===== config.mk =====
export PLATFORM = sky130hd
export DESIGN_NAME = key_pulse_bank_flat
export DESIGN_NICKNAME = d
export VERILOG_FILES = /design/src/rtl/key_pkg.sv /design/src/rtl/key_pulse_bank_if.sv /design/src/rtl/key_channel.sv /design/src/rtl/key_pulse_bank.sv /design/src/flat_wrapper.sv
export SDC_FILE = /design/constraint.sdc
export NUM_CORES = 1
export LEC_CHECK = 0
export CORE_ASPECT_RATIO = 1.4
export CORE_UTILIZATION = 55
export CTS_CLUSTER_SIZE = 24
export DETAILED_ROUTE_END_ITERATION = 6
export GPL_ROUTABILITY_DRIVEN = 0
export GPL_TIMING_DRIVEN = 0
export HOLD_SLACK_MARGIN = 0.03
export PLACE_DENSITY = 0.76
export SLEW_MARGIN = 10
export SYNTH_ARGS = -nofsm -noshare
export SYNTH_HDL_FRONTEND = slang
export SYNTH_SLANG_ARGS = --single-unit

===== constraint.sdc =====
create_clock -name clk -period 2.6 [get_ports clk]
set_clock_uncertainty 0.15 [all_clocks]
set_input_delay 0.26 -clock clk [delete_from_list [all_inputs] [get_ports clk]]
set_output_delay 0.26 -clock clk [all_outputs]
set_load 0.05 [all_outputs]

===== src/rtl/key_pkg.sv =====
// key_pkg -- shared definitions for the key_pulse_bank slice.
//   key_state_e : per-channel debounce/repeat FSM state
//   *_DEF       : default parameter values used by the bank, channel and bus
package key_pkg;

    localparam int N_DEF       = 4;
    localparam int DEB_CYC_DEF = 4;
    localparam int REP_EN_DEF  = 1;
    localparam int REP_DLY_DEF = 8;
    localparam int REP_PER_DEF = 3;

    typedef enum logic [1:0] {
        ST_IDLE       = 2'd0,
        ST_PRESS_WAIT = 2'd1,
        ST_HELD       = 2'd2,
        ST_REL_WAIT   = 2'd3
    } key_state_e;

endpackage


===== src/rtl/key_pulse_bank_if.sv =====
// key_pulse_bank_if -- key bus between the key bank and its user.
//   in    : raw key levels (1 = pressed), driven by the master
//   press : one-cycle pulse per accepted press
//   rpt   : one-cycle pulse per auto-repeat event
//   rel   : one-cycle pulse per accepted release
//   held  : level, high while a key is accepted as down
// The slave modport is the key bank side.
interface key_pulse_bank_if #(
    parameter int N = key_pkg::N_DEF
);
    logic [N-1:0] in;
    logic [N-1:0] press;
    logic [N-1:0] rpt;
    logic [N-1:0] rel;
    logic [N-1:0] held;

    modport master (output in, input press, rpt, rel, held);
    modport slave  (input in, output press, rpt, rel, held);
endinterface


===== src/rtl/key_channel.sv =====
// key_channel -- one debounced key with press/release/auto-repeat pulses.
//   clk, reset : system clock, asynchronous active-high reset
//   in         : raw unsynchronised key level
//   press      : one-cycle pulse when a press is accepted
//   rpt        : one-cycle auto-repeat pulse while held
//   rel        : one-cycle pulse when a release is accepted
//   held       : high while the key is accepted as down (HELD or REL_WAIT)
module key_channel
    import key_pkg::*;
#(
    parameter int DEB_CYC = DEB_CYC_DEF,
    parameter int REP_EN  = REP_EN_DEF,
    parameter int REP_DLY = REP_DLY_DEF,
    parameter int REP_PER = REP_PER_DEF
) (
    input  logic clk,
    input  logic reset,
    input  logic in,
    output logic press,
    output logic rpt,
    output logic rel,
    output logic held
);

    localparam int CNT_W   = $clog2(DEB_CYC);
    localparam int TMR_MAX = (REP_DLY > REP_PER) ? REP_DLY : REP_PER;
    localparam int TMR_W   = (TMR_MAX > 1) ? $clog2(TMR_MAX) : 1;

    localparam logic [CNT_W-1:0] CNT_ONE  = CNT_W'(1);
    localparam logic [CNT_W-1:0] CNT_LAST = CNT_W'(DEB_CYC - 1);
    localparam logic [TMR_W-1:0] TMR_ONE  = TMR_W'(1);
    localparam logic [TMR_W-1:0] DLY_LAST = TMR_W'(REP_DLY - 1);
    localparam logic [TMR_W-1:0] PER_LAST = TMR_W'(REP_PER - 1);

    logic             sync1;
    logic             s;
    key_state_e       state, state_nx;
    logic [CNT_W-1:0] cnt, cnt_nx;
    logic [TMR_W-1:0] tmr, tmr_nx;
    // rep_on selects the repeat period once the initial delay has elapsed,
    // so the timer only ever counts up to the active limit and reloads to 0.
    logic             rep_on, rep_on_nx;
    logic             press_nx, rpt_nx, rel_nx;

    always_comb begin
        state_nx  = state;
        cnt_nx    = cnt;
        tmr_nx    = tmr;
        rep_on_nx = rep_on;
        press_nx  = 1'b0;
        rpt_nx    = 1'b0;
        rel_nx    = 1'b0;
        case (state)
            ST_IDLE: begin
                if (s) begin
                    state_nx = ST_PRESS_WAIT;
                    cnt_nx   = CNT_ONE;
                end
            end
            ST_PRESS_WAIT: begin
                if (!s) begin
                    state_nx = ST_IDLE;
                    cnt_nx   = '0;
                end else if (cnt == CNT_LAST) begin
                    state_nx  = ST_HELD;
                    cnt_nx    = '0;
                    press_nx  = 1'b1;
                    tmr_nx    = '0;
                    rep_on_nx = 1'b0;
                end else begin
                    cnt_nx = cnt + CNT_ONE;
                end
            end
            ST_HELD: begin
                // The timer only advances on cycles that stay in HELD, so a
                // bounce through REL_WAIT pauses the repeat cadence.
                if (!s) begin
                    state_nx = ST_REL_WAIT;
                    cnt_nx   = CNT_ONE;
                end else if (tmr == (rep_on ? PER_LAST : DLY_LAST)) begin
                    tmr_nx    = '0;
                    rep_on_nx = 1'b1;
                    rpt_nx    = (REP_EN != 0);
                end else begin
                    tmr_nx = tmr + TMR_ONE;
                end
            end
            ST_REL_WAIT: begin
                if (s) begin
                    state_nx = ST_HELD;
                    cnt_nx   = '0;
                end else if (cnt == CNT_LAST) begin
                    state_nx = ST_IDLE;
                    cnt_nx   = '0;
                    rel_nx   = 1'b1;
                end else begin
                    cnt_nx = cnt + CNT_ONE;
                end
            end
            default: begin
                state_nx = ST_IDLE;
                cnt_nx   = '0;
            end
        endcase
    end

    always_ff @(posedge clk or posedge reset) begin
        if (reset) begin
            sync1  <= 1'b0;
            s      <= 1'b0;
            state  <= ST_IDLE;
            cnt    <= '0;
            tmr    <= '0;
            rep_on <= 1'b0;
            press  <= 1'b0;
            rpt    <= 1'b0;
            rel    <= 1'b0;
            held   <= 1'b0;
        end else begin
            sync1  <= in;
            s      <= sync1;
            state  <= state_nx;
            cnt    <= cnt_nx;
            tmr    <= tmr_nx;
            rep_on <= rep_on_nx;
            press  <= press_nx;
            rpt    <= rpt_nx;
            rel    <= rel_nx;
            held   <= (state_nx == ST_HELD) || (state_nx == ST_REL_WAIT);
        end
    end

endmodule


===== src/rtl/key_pulse_bank.sv =====
// key_pulse_bank -- N independent debounced key channels.
//   clk, reset : system clock, asynchronous active-high reset
//   bus        : key bus (slave side); in[i] raw level, press/rpt/rel
//                pulses and held level per channel
// The interface instance must be built with the same N as this module.
module key_pulse_bank
    import key_pkg::*;
#(
    parameter int N       = N_DEF,
    parameter int DEB_CYC = DEB_CYC_DEF,
    parameter int REP_EN  = REP_EN_DEF,
    parameter int REP_DLY = REP_DLY_DEF,
    parameter int REP_PER = REP_PER_DEF
) (
    input  logic             clk,
    input  logic             reset,
    key_pulse_bank_if.slave  bus
);

    for (genvar i = 0; i < N; i++) begin : g_ch
        key_channel #(
            .DEB_CYC (DEB_CYC),
            .REP_EN  (REP_EN),
            .REP_DLY (REP_DLY),
            .REP_PER (REP_PER)
        ) u_ch (
            .clk   (clk),
            .reset (reset),
            .in    (bus.in[i]),
            .press (bus.press[i]),
            .rpt   (bus.rpt[i]),
            .rel   (bus.rel[i]),
            .held  (bus.held[i])
        );
    end

endmodule


===== src/flat_wrapper.sv =====
// flat-port wrapper written by rule: the top's interface ports become plain ports
module key_pulse_bank_flat import key_pkg::*;
#(
    parameter int N       = N_DEF,
    parameter int DEB_CYC = DEB_CYC_DEF,
    parameter int REP_EN  = REP_EN_DEF,
    parameter int REP_DLY = REP_DLY_DEF,
    parameter int REP_PER = REP_PER_DEF
)
  (clk, reset, bus_in, bus_press, bus_rpt, bus_rel, bus_held);
  key_pulse_bank_if #(.N(N)) bus_i ();
  input  logic clk;
  input  logic reset;
  input wire logic [$bits(bus_i.in)-1:0] bus_in;
  output wire logic [$bits(bus_i.press)-1:0] bus_press;
  output wire logic [$bits(bus_i.rpt)-1:0] bus_rpt;
  output wire logic [$bits(bus_i.rel)-1:0] bus_rel;
  output wire logic [$bits(bus_i.held)-1:0] bus_held;
  assign bus_i.in = bus_in;
  assign bus_press = bus_i.press;
  assign bus_rpt = bus_i.rpt;
  assign bus_rel = bus_i.rel;
  assign bus_held = bus_i.held;
  key_pulse_bank #(.N(N), .DEB_CYC(DEB_CYC), .REP_EN(REP_EN), .REP_DLY(REP_DLY), .REP_PER(REP_PER)) u_core (.clk(clk), .reset(reset), .bus(bus_i));
endmodule

# Word level (Yosys, flattened, before mapping)
# Cells that the tools add are included.
# totals
reg_bits	56
latch_bits	0
ramBits	0
rom_bits	0
in_bits	6
out_inout_bits	16
elab_cells	252
memories	0
# classes
n_addsub	8
n_mul	0
div	0
n_lt_le_gt_ge	0
eq_ne	52
shifts	0
muxes	128
n_bitwise	0
reduce_logical	24
# ops
operator	n
$mux 2	44
$pmux 2 s4	8
$mux 3	20
$mux 1	48
$ne 2x2->1 const B	24
$eq 2x2->1 const B	20
$pmux 3 s2	4
$reduce_and 5->1	4
$reduce_and 4->1	4
$add 3x1->3 const B	4
$eq 3x3->1	4
$add 2x1->2 const B	4
$eq 2x1->1 const B	4
$logic_not 2->1	4
$pmux 1 s2	4
$reduce_and 2->1	4
$reduce_bool 2->1	4
$logic_or 1x1->1	4

# Depth between registers and ports, before layout
# depth
depth_word	6
mapped_depth	4
ltp_nobuf	4

# Hierarchy
# A second synthesis with hierarchy kept.
# hier_totals
cells_unflattened	217
area_unflattened_um2	2571.2
# by_module_without_submodules
module	instances	cells_each	area_each_um2	seq_area_each_um2
key_channel at u_core.g_ch[2].u_ch ...	2	56	649.4	350.3
key_channel at u_core.g_ch[1].u_ch	1	56	673.1	350.3
key_channel at u_core.g_ch[0].u_ch	1	49	599.3	350.3

# Worst setup path before layout
# Ideal clock, no wire load.
# synth_path
kind	reg-to-reg
startpoint	reg, netlist name u_core.g_ch[3].u_ch.held
endpoint	reg u_core.g_ch[3].u_ch.tmr[0]
setup_ps	125
arrival_time_ps	1215
required_ps	2325
setup_slack_ps	1110
stages_incl_launch_ff	5
n_path_buf	1
period_less_slack_ps	1490
path_cell_list	dfrtp_1 buf_4 nand3b_1 a21boi_2 mux2_2
# synth_rtl
element	line	source
to (signal assigned)	key_channel.sv:124	tmr <= tmr_nx;
to (decl)	key_channel.sv:39	logic [TMR_W-1:0] tmr, tmr_nx;

==> run summary <==
Largest cells by area after synthesis - dfrtp_1 52%, buf_4 5.0%, ha_1 4.4%
Psw - 888 uW
Clock Power Share - 0.186
Main synth FF type - dfrtp_1
Setup crit end kind - output pin
Synth Cell Area - 0.00255 mm^2
Slew Viols, Final - 0
Pre-Repair DR Iteration Count - 4
Site row count - 28
Area share of the largest cell type after synthesis - 0.521
Slew @ Worst Pin - 0.512 ns
Number of vias per cell - 5.39
Design area - 0.00294 mm^2
Ports - 22
Cell variety after synth - 43
Util after Layout - 0.677
RSZ-0062 raised after global routing - false
DRC viols - 0
Syn Nets - 245
Synthesis-stage register bit count - 53
Initial antenna violation count - 0
Final setup fails - 0
Critical-path cell list - buf_4 > clkdlybuf4s50_1
Final wirelength - 3960 um
Total global routing overflow - 0
Worst EP arrival - 1.68 ns
Post-cts sizing count - 0
Synth Instances - 230
Post-DRT Antenna Nets - 0
Post-synthesis async set-or-reset flop share - 1.00
R2r setup slk - 1.01 ns
NumNets Final - 274
CP max FO - 7
Fmax - 0.478 GHz
Non-Filler Instances - 319
Area leader, netlist - dfrtp_1
Vias - 1719
Dpl cell area - 0.00285 mm^2
Clk slew on worst S/H paths - 0.09 ns
HPWL after DPL - 2770 um
Fillers - 352
Crit share post-route - 0.804
Period minus WS final - 2.09 ns
Combinational fraction of design power - 0.337
Most frequent cell after synthesis - dfrtp_1
Synth top cells by count - 53 x dfrtp_1, 17 x buf_4, 14 x nand2_1, 14 x nand3_1, 10 x nor2_1
Mapped Avg Cell Area - 11.1 um^2
Setup Crit Path Kind - reg -> out
Die X - 59.5 um
Core area - 0.00434 mm^2
Clock tree buffer depth - 2
CTS tree - done
PortBufs - 21
Post-Place Cells - 312
YS warnings - 0
H-tree depth - 2
CP required - 2.19 ns
Seq/Total Area, Yosys - 0.521
Gr usage total - 0.187
Total Die Area - 0.00491 mm^2
Setup bufs post-CTS - 0
Final Hold Viols - 0
CP Launch Point - u_core.g_ch[0].u_ch.state[1]
Area delta synth->final - 15.4%
TritonCTS buffer count - 5
Layout cells sized above 1 - 0.154
Final setup margin - 0.510 ns
Clk root buf - clkbuf_8
Peak supply drop - 624 uV
Ant. Diodes - 0
Tot Pwr - 2.49 mW
Outcome - finished, final reports clean
Wire per inst - 12.4 um
Dpl ws - 0.838 ns
CP max stage delay - 0.78 ns
Leakage power - 1.30 nW
EDFF count, synth - 0
Vias in the first global route - 1594
Initial DRC Count - 39
Hold_buf cts - 0
Worst Hold Class - in -> async
# Max-Cap Violations - 0
Die Y - 82.5 um
Clock Latency Late Sink - 0.31 ns
R2R Path Start - u_core.g_ch[3].u_ch.held
Int Power - 1.61 mW
Cell at the slowest stage of the critical path - clkdlybuf4s50_1
Power per cell area - 848 mW/mm^2
Largest net degree at the start of global routing - 36
First-pass GRT wire length - 6920 um
TritonCTS Sinks - 53
Startpoint Class - register
Max_slew headroom - 0.658
Switch share - 0.356
Starting Density - 0.586
Sequential Power Share - 0.477
[worst max-delay path: cells and delay by family (launching register included)]
kind                   cells  cell delay [ns]
flip-flops                 1             0.45
buffers and inverters      2             0.92
[cells by family (layout without fill, tap and decap cells)]
group / after synthesis / count (layout) / share of synthesized area
buffers and inverters: 31 / 60 / 0.0747
AO/OA/AOI/OAI: 37 / 37 / 0.102
AND/OR/NAND/NOR: 89 / 89 / 0.214
XOR/XNOR: 4 / 4 / 0.0138
multiplexers: 7 / 7 / 0.0305
flip-flops: 53 / 53 / 0.521
adder cells (fa/ha/maj): 9 / 9 / 0.0442
[per-stage QoR]
stage                     setup TNS [ns]  hold slack, ns
final                                  0           0.112
after global routing                   0           0.148
after CTS                              0           0.115
after detailed placement               0           0.186
after global placement             -3.66           0.185
after floorplan                        0           0.141
[worst paths after layout]
path	end	depth (start not counted)
min reg2reg	u_core.g_ch[1].u_ch.s	0
min in group clk	u_core.g_ch[1].u_ch.s	0
max in group asynchronous	u_core.g_ch[1].u_ch.tmr[2]	3
max reg2reg	u_core.g_ch[3].u_ch.tmr[1]	4
min	u_core.g_ch[2].u_ch.cnt[0]	2
max	bus_held[0]	2
[sequential cells by signal, summed over array words and instances, names as in the netlist]
| signal | cells |
|---|---|
| u_core.g_ch.u_ch.state | 6 |
| u_core.g_ch.u_ch.sync1 | 4 |
| u_core.g_ch.u_ch.rel | 4 |
| u_core.g_ch.u_ch.press | 4 |
| u_core.g_ch.u_ch.s | 4 |
| u_core.g_ch.u_ch.rpt | 4 |
| u_core.g_ch.u_ch.rep_on | 4 |
| u_core.g_ch.u_ch.held | 3 |
| u_core.g_ch.u_ch.cnt | 8 |
| u_core.g_ch.u_ch.tmr | 12 |
[layout make-up]
type                            count  area [um^2]  share of cell area
Sequential cell                    53         1330               0.451
Multi-Input combinational cell    146         1030               0.351
Timing Repair Buffer               22          230              0.0783
Buffer                             22          156              0.0532
Clock buffer                        7         86.3              0.0294
Tap cell                           60         75.1              0.0255
Inverter                            9         33.8              0.0115
[power groups by stage]
stage | clock, mW | combinational (mW) | sequential, mW
final | 0.465 | 0.840 | 1.19
after global routing | 0.501 | 0.935 | 1.22
after CTS | 0.480 | 0.847 | 1.18
after detailed placement | 0 | 0.845 | 1.20
after global placement | 0 | 0.817 | 1.19
after floorplan | 0 | 0.682 | 1.15
[cells in the final DEF (no fill, tap or decap), types with 2 or more instances in the layout]
cell type and instances:
and2_1 5, a311oi_1 3, nor3b_1 5, clkbuf_1 3
nand3b_1 6, nand3_1 14, nand4_1 5, o21ai_0 9
mux2_2 6, o211ai_1 4, inv_1 8, a21boi_2 2
dfrtp_1 53, nor3_1 3, nand2b_1 7, a2111o_1 2
buf_2 2, ha_1 9, clkdlybuf4s50_1 21, buf_4 17
xor2_1 4, nor2b_1 3, a21oi_1 8, nand4bb_1 2
clkbuf_8 6, nor2_1 10, nand4b_1 7, nand2_1 14
o21a_1 3
[metal layers]
metal / GRT usage / vias up / share of wire / wire length (um)
met5: 0 / - / 0 / 0
met4: 0.0837 / 0 / 0.020 / 79
met3: 0.0452 / 6 / 0.032 / 126
met2: 0.313 / 23 / 0.49 / 1950
met1: 0.228 / 823 / 0.46 / 1810
li1: - / 867 / - / -
No activity file was read; power rests on OpenSTA's default activity.
